### src/rtl/eva_pkg.sv
// eva_pkg: shared count_mode encodings and default sizing for the EVA epoch counter.
package eva_pkg;
    typedef enum logic [1:0] {
        CM_RD   = 2'b00,
        CM_WR   = 2'b01,
        CM_BOTH = 2'b10,
        CM_OFF  = 2'b11
    } count_mode_e;

    localparam int NUM_CH_DEF = 4;
    localparam int CTR_W_DEF  = 13;
    localparam int PEND_W_DEF = 3;
endpackage

### src/rtl/eva_ch_ctr.sv
// eva_ch_ctr: one channel's access counter, pending-epoch counter and sticky overflow flag.
module eva_ch_ctr #(
    parameter int CTR_W  = 13,
    parameter int PEND_W = 3
) (
    input  logic              clk,
    input  logic              rst,
    input  logic              clear,
    input  logic              qual,
    input  logic [CTR_W-1:0]  period,
    input  logic              accept,
    output logic [PEND_W-1:0] pend,
    output logic              overflow
);
    logic [CTR_W-1:0] cnt;
    logic             close;

    // >= rather than == so a period lowered mid-epoch still closes promptly
    assign close = qual && cnt >= period - CTR_W'(1);

    always_ff @(posedge clk or posedge rst) begin
        if (rst) begin
            cnt      <= '0;
            pend     <= '0;
            overflow <= 1'b0;
        end else if (clear) begin
            cnt      <= '0;
            pend     <= '0;
            overflow <= 1'b0;
        end else begin
            if (qual) cnt <= close ? '0 : cnt + CTR_W'(1);
            if (close && !accept) begin
                if (&pend) overflow <= 1'b1;
                else pend <= pend + PEND_W'(1);
            end else if (accept && !close) begin
                pend <= pend - PEND_W'(1);
            end
        end
    end
endmodule

### src/rtl/eva_epoch_ctr.sv
// eva_epoch_ctr: multi-channel epoch counter with a locked round-robin offer to the EVA update engine.
module eva_epoch_ctr
    import eva_pkg::*;
#(
    parameter int NUM_CH = NUM_CH_DEF,
    parameter int CTR_W  = CTR_W_DEF,
    parameter int PEND_W = PEND_W_DEF,
    parameter int CH_W   = (NUM_CH > 1) ? $clog2(NUM_CH) : 1
) (
    input  logic                     clk,
    input  logic                     rst,
    input  logic                     clear,
    input  logic [NUM_CH-1:0]        acc_valid,
    input  logic [NUM_CH-1:0]        acc_wr,
    input  logic [1:0]               count_mode,
    input  logic [CTR_W-1:0]         period,
    output logic                     upd_valid,
    output logic [CH_W-1:0]          upd_ch,
    input  logic                     upd_ready,
    output logic [NUM_CH*PEND_W-1:0] pend_cnt,
    output logic [NUM_CH-1:0]        overflow
);
    logic [NUM_CH-1:0] qual;
    logic [NUM_CH-1:0] pend_nz;
    logic [NUM_CH-1:0] accept;
    logic [CH_W-1:0]   rr_ptr;
    logic [CH_W-1:0]   lk_ch;
    logic [CH_W-1:0]   sel;
    logic              lock;
    logic              found;
    int                j;

    for (genvar i = 0; i < NUM_CH; i++) begin : g_ch
        assign qual[i] = acc_valid[i] && period != '0 &&
                         (count_mode == CM_BOTH ||
                          (count_mode == CM_RD && !acc_wr[i]) ||
                          (count_mode == CM_WR && acc_wr[i]));
        assign accept[i]  = upd_valid && upd_ready && upd_ch == CH_W'(i);
        assign pend_nz[i] = |pend_cnt[i*PEND_W +: PEND_W];
        eva_ch_ctr #(.CTR_W(CTR_W), .PEND_W(PEND_W)) u_ch (
            .clk      (clk),
            .rst      (rst),
            .clear    (clear),
            .qual     (qual[i]),
            .period   (period),
            .accept   (accept[i]),
            .pend     (pend_cnt[i*PEND_W +: PEND_W]),
            .overflow (overflow[i])
        );
    end

    always_comb begin
        found = 1'b0;
        sel   = '0;
        j     = 0;
        for (int k = 0; k < NUM_CH; k++) begin
            j = int'(rr_ptr) + k;
            if (j >= NUM_CH) j = j - NUM_CH;
            if (!found && pend_nz[j[CH_W-1:0]]) begin
                found = 1'b1;
                sel   = j[CH_W-1:0];
            end
        end
    end

    assign upd_valid = |pend_nz;
    // a stalled offer stays pinned to its channel until the engine takes it
    assign upd_ch    = lock ? lk_ch : sel;

    always_ff @(posedge clk or posedge rst) begin
        if (rst) begin
            rr_ptr <= '0;
            lk_ch  <= '0;
            lock   <= 1'b0;
        end else if (clear) begin
            rr_ptr <= '0;
            lk_ch  <= '0;
            lock   <= 1'b0;
        end else begin
            lock  <= upd_valid && !upd_ready;
            lk_ch <= upd_ch;
            if (upd_valid && upd_ready)
                rr_ptr <= (upd_ch == CH_W'(NUM_CH - 1)) ? '0 : upd_ch + CH_W'(1);
        end
    end
endmodule

### config.mk
export PLATFORM = sky130hd
export DESIGN_NAME = eva_epoch_ctr
export DESIGN_NICKNAME = d
export VERILOG_FILES = /design/src/rtl/eva_pkg.sv /design/src/rtl/eva_ch_ctr.sv /design/src/rtl/eva_epoch_ctr.sv
export SDC_FILE = /design/constraint.sdc
export NUM_CORES = 1
export LEC_CHECK = 0
export CORE_ASPECT_RATIO = 0.9
export CORE_MARGIN = 2
export CORE_UTILIZATION = 67
export DETAILED_ROUTE_END_ITERATION = 10
export DONT_BUFFER_PORTS = 1
export PLACE_DENSITY = 0.83
export SLEW_MARGIN = 20
export SYNTH_ARGS = -nofsm -noshare
export SYNTH_HDL_FRONTEND = slang
export SYNTH_SLANG_ARGS = --single-unit
### constraint.sdc
create_clock -name clk -period 10.48 [get_ports clk]
set_clock_uncertainty 0.2 [all_clocks]
set_input_delay 3.144 -clock clk [delete_from_list [all_inputs] [get_ports clk]]
set_output_delay 3.144 -clock clk [all_outputs]
set_load 0.02 [all_outputs]
* Word level (Yosys, flattened, before mapping)
Cells that the tools add are included.
Operators by class: shifts and indexed selects 0, equality and inequality tests 9, muxes and demuxes 65, bitwise logic cells 0, multipliers 0, reduce and logical (&&, ||, !) cells 98, add/subtract/negate cells 21, div/mod/pow operators 0, order comparisons 12
Operators with widths (number):
- $mux W13 | 12
- $add A13 B1 Y13 const B | 4
- $ge A13 B13 Y1 | 4
- $mux W3 | 16
- $logic_and A1 B1 Y1 | 37
- $mux W2 | 13
- $reduce_bool A2 Y1 | 13
- $mux W1 | 20
- $logic_not A1 Y1 | 16
- $reduce_and A2 Y1 | 8
- $reduce_bool A13 Y1 | 1
- $sub A13 B1 Y13 const B | 1
- $add A3 B1 Y3 const B | 4
- $lt A2 B3 Y1 const B | 4
- $ne A3 B3 Y1 const B | 4
- $reduce_and A3 Y1 | 4
- $reduce_bool A3 Y1 | 4
- $reduce_or A12 Y1 | 1
- $reduce_or A3 Y1 | 4
- $sub A3 B1 Y3 const B | 4
- $ge A3 B3 Y1 const B | 3
- $bmux W1 S2 | 4
- $logic_or A1 B1 Y1 | 8
- $sub A2 B1 Y2 const B | 4
- 7 further kinds | 12
Word-level totals: word-level logic and storage cells 220, register bits 73, memory bits (read-only) 0, bits of input ports 27, bits in latches 0, output and inout port bits 19, memories 0, RAM bits 0

* Depth between registers and ports, before layout
word-level depth 21, depth in mapped cells 19, depth with buffers taken out 19

* By module
From an unflattened synthesis, not the netlist that was laid out.
Second synthesis, totals: cell total of the unflattened synthesis 726, area total of the unflattened synthesis 6418.7 um^2
By module, submodules not included:
- eva_ch_ctr (g_ch[0].u_ch ...) | area each 1430.1 um^2, cells an instance 162, sequential area each 425.4 um^2, instances 3
- eva_ch_ctr (g_ch[1].u_ch) | area each 1495.2 um^2, cells an instance 167, sequential area each 425.4 um^2, instances 1
- eva_epoch_ctr | area each 633.1 um^2, cells an instance 73, sequential area each 125.1 um^2, instances 1

* Worst setup path after synthesis
Ideal clock, no wire load.
kind input-to-reg, start input port period[2], end register g_ch[2].u_ch.pend[2], path buffers 0, slack 3.291 ns, data required time 10.186 ns, data arrival time 6.895 ns, stages 17, cells stage by stage or4_1 -> nor2_1 -> xnor2_1 -> ha_1 -> a2111oi_0 -> o21ai_0 -> o2111ai_1 -> o211ai_1 -> a2111oi_2 -> a211oi_1 -> nor2_1 -> nor2_1 -> fa_1 -> and2_1 -> nand2_1 -> o21ai_0 -> a211oi_1
On the way: cells in the longest elaborated chain, start to end 8, elaborated cells between the ends (all ways) 14, classes of those cells add/sub: 1; order compare: 1; eq/ne: 1; mux: 2; reduce/logical: 9
RTL lines:
- from (decl) | line eva_epoch_ctr.sv:16 | input logic [CTR_W-1:0] period,
- branches (longest 3 deep; another with $sub A13 B1 Y13)
- $logic_and A1 B1 Y1 * | line eva_ch_ctr.sv:19 | assign close = qual && cnt >= period - CTR_W'(1);
- $logic_not A1 Y1 | line eva_ch_ctr.sv:35 | end else if (accept && !close) begin
- $logic_and A1 B1 Y1 | line eva_ch_ctr.sv:35
- $reduce_bool A3 Y1 (no line)
- $reduce_and A2 Y1 (no line)
- to (signal assigned) | line eva_ch_ctr.sv:34 | else pend <= pend + PEND_W'(1);
- to (signal assigned) | line eva_ch_ctr.sv:36 | pend <= pend - PEND_W'(1);
- to (decl) | line eva_ch_ctr.sv:12 | output logic [PEND_W-1:0] pend,
Mark *: on every way between the ends. A chain may end at the register's enable or synchronous reset.

* Final worst setup path
start input port period[0], end register g_ch[2].u_ch.cnt[5]
On the way: cells in the longest elaborated chain, start to end 7, elaborated cells between the ends (all ways) 10, classes of those cells add/sub: 1; order compare: 1; mux: 3; reduce/logical: 5
RTL lines:
- branches (longest 7 deep; another with $sub A13 B1 Y13)
- to (signal assigned) | line eva_ch_ctr.sv:31 | if (qual) cnt <= close ? '0 : cnt + CTR_W'(1);
- to (decl) | line eva_ch_ctr.sv:15 | logic [CTR_W-1:0] cnt;
Parallel ways; which one is timed is not known. The select of a mux whose other input is x is not followed.

==> flow_summary.ini <==
[logic_synthesis]
syn-instance-count = 640
synth_top_area_share_pct = 32.5
yosysWarnings = 0
synth_edf_count = 0
async_flop_share_pct = 100
ys_types = 68
synth.cell_area_mm2 = 0.00562
postSynthAreaPerCell_um2 = 8.78
ys.flop_type = dfrtp_1
ys_ff_latch = 73
ys_seq_area_share_pct = 32.5
synthTopCellsByArea = dfrtp_1 33%, ha_1 10%, and3_1 3.9%, o21ai_0 3.7%, nand3_1 3.4%
synth_top_area_cell = dfrtp_1
syn-num-nets = 717

[critical_path]
path_buf_inv = 1
crit_chain = inv_1 -> ha_1 -> nor3b_2 -> nand2_1 -> xor2_1 -> ha_1 -> a21boi_0 -> o21ai_0 -> o2111ai_1 -> o211ai_1 -> a2111oi_2 -> nor2_1 -> maj3_2 -> a2111oi_4 -> or2b_1 -> a31oi_1
critical_path_class = in -> reg
crit_path_end_kind = flop
max_stage_delay_ns = 0.99
critPathTopFamily = compound AO/OA/AOI/OAI gates
cp_max_fo = 23
cp-start-kind = input port
crit_required_ns = 10.56
critPathSlowestCell = a2111oi_4
critical_path.most_common_cell = ha_1
arrival_ns = 7.69

[clock_tree]
cts_setup_buffers = 0
cts_buffers = 9
cts.htree.levels = 3
worstSkewPairLatency_ns = 0.37
cts-root-buf = clkbuf_8
clockBufferDepth = 2
cts.repair.resized = 0
clkTransAtPathRegs_ns = 0.08
clock_sinks = 73
cts_tree = yes
cts_hold_buf = 0

[die]
dieArea_mm2 = 0.00913
pin_count = 46
rows = 31
die_w_um = 101
die_h_um = 90.9
start_util_pct = 69.3
coreArea_mm2 = 0.00811

[timing]
max_freq_mhz = 131
final_hold_viol_count = 0
setup_tns_ns = 0
rsz0062_at_grt = no
hold_ws_ns = 0.305
slew_violations = 0
setup_viol = 0
min_period_ns = 7.61
timing.slew.headroom_pct = 28.3
worstMarginPinSlew_ns = 1.08
finalCritPeriodShare_pct = 72.6

[place]
hpwlAfterDp_um = 9860
io_buffers = 0
place_congestion = 0.946

[grt]
grt_pass1_wl_um = 22100
antenna_found_initial = 0
track_usage_pct = 30.4
grt_max_degree = 74
overflow = 0
grt_pass1_vias = 4541

[routing]
first_pass_iters = 5
finalWirelength_um = 13400
detailroute.via_count = 4905
via_per_inst = 6.68
wl_met1_um = 6010
first_iter_violations = 300
ant_nets = 0
dr_wl_met3_um = 713
drc = 0
routedWlPerCell_um = 18.3
top_layer_used = met4
wl_met2_um = 6280

[power]
peakVddDrop_mv = 0.0784
leakagePower_uw = 0.00267
p_per_area_mw_per_mm2 = 115
finalPower_uw = 668

[final_layout]
nFillCells = 601
drive_above_1_share_pct = 5.67
final_nets = 708
diodes = 0
area_growth_pct = 3.23

[outcome]
status = completed

[run]
maxCapViolCount = 0

[hold_path]
hold_class = reg -> reg
## per-stage QoR
| stage | utilization, % | area (um2) | cells | setup WS, ns |
|---|---|---|---|---|
| finish | 71.5 | 5800 | 734 | 2.87 |
| global route | 71.5 | 5800 | 734 | 2.35 |
| CTS | 71.4 | 5790 | 733 | 2.90 |
| detailed placement | 69.3 | 5620 | 718 | 2.53 |
| global placement | 69.3 | 5620 | 718 | 2.79 |
| floorplan | - | 5620 | 640 | 3.29 |
## area by class of cell
cell class              count  area (um2)  area share (%)
flip-flops and latches     73        1830            31.5
well taps                  99         124            2.14
clock inverters             5        32.5           0.561
multi-input cells         507        3520            60.6
clock buffers              10         138            2.37
repair buffers              2        18.8           0.324
inverters                  38         143            2.46
## state kept, by name (all words and copies together) (netlist names)
| register | flops |
|---|---|
| g_ch.u_ch.cnt | 52 |
| g_ch.u_ch.overflow | 4 |
| g_ch.u_ch.pend | 12 |
| lk_ch | 2 |
| lock | 1 |
| rr_ptr | 2 |
## cells in the final DEF (no fill, tap or decap), types with 4 or more instances in the layout
cell type  instances
dfrtp_1           73
nor2_1            47
nor3_1            22
nand2b_1           9
fa_1               4
a41oi_1            8
a21o_1            12
a31oi_1           20
ha_1              46
nor3b_1            9
clkbuf_8          10
mux2i_1            4
a211oi_1          16
o21ai_0           42
xor2_1             7
nand2_1           41
and2_1             8
or2b_1             5
a21oi_1           32
and3_1            35
a22o_1             9
xnor2_1           13
o31a_1             4
nand3_1           38
a211o_1            6
inv_1             37
nor2b_1           10
## cells in the mapped netlist, drive strengths merged, types with 8 or more instances
master	n
dfrtp	73
nor2	48
ha	46
o21ai	43
nand2	41
nand3	39
inv	38
and3	35
a21oi	32
nor3	23
a31oi	20
a211oi	16
xnor2	13
a21o	12
buf	11
clkbuf	11
nor2b	10
nor3b	10
a22o	9
nand2b	9
a41oi	8
and2	8
## final timing paths
check                      slack (ns)                          endpoint  cells past startpoint                             start
max                              2.87   g_ch[2].u_ch.cnt[5]$_DFFE_PP0P_                     16                         period[0]
min                              0.31  g_ch[2].u_ch.cnt[12]$_DFFE_PP0P_                      1  g_ch[2].u_ch.cnt[12]$_DFFE_PP0P_
min reg2reg                      0.31  g_ch[2].u_ch.cnt[12]$_DFFE_PP0P_                      1  g_ch[2].u_ch.cnt[12]$_DFFE_PP0P_
max reg2reg                      6.14   g_ch[2].u_ch.cnt[5]$_DFFE_PP0P_                     11   g_ch[2].u_ch.cnt[5]$_DFFE_PP0P_
max in group asynchronous        6.76   g_ch[3].u_ch.cnt[8]$_DFFE_PP0P_                      2                               rst
min in group asynchronous        2.75  g_ch[1].u_ch.pend[2]$_DFFE_PP0P_                      2                               rst
## power by group
part / switching (uW) / internal [uW] / total, uW
Combinational: 95.8 / 53.0 / 149
Clock: 111 / 90.1 / 201
Sequential: 24.0 / 294 / 318
## cells by family after synthesis
family                   synth area share, %
AO/OA/AOI/OAI                           23.0
AND/OR/NAND/NOR                         23.1
XOR/XNOR                                3.12
buffers and inverters                   4.92
flip-flops                              32.5
multiplexers                            1.11
adder cells (fa/ha/maj)                 12.2
## metal layers
metal / vias to the layer above / global-route usage, %
met5: - / 0
met4: 0 / 9.93
met3: 37 / 6.81
met2: 151 / 48.0
met1: 2366 / 41.5
li1: 2351 / -
(Power assumes the default switching activity.)
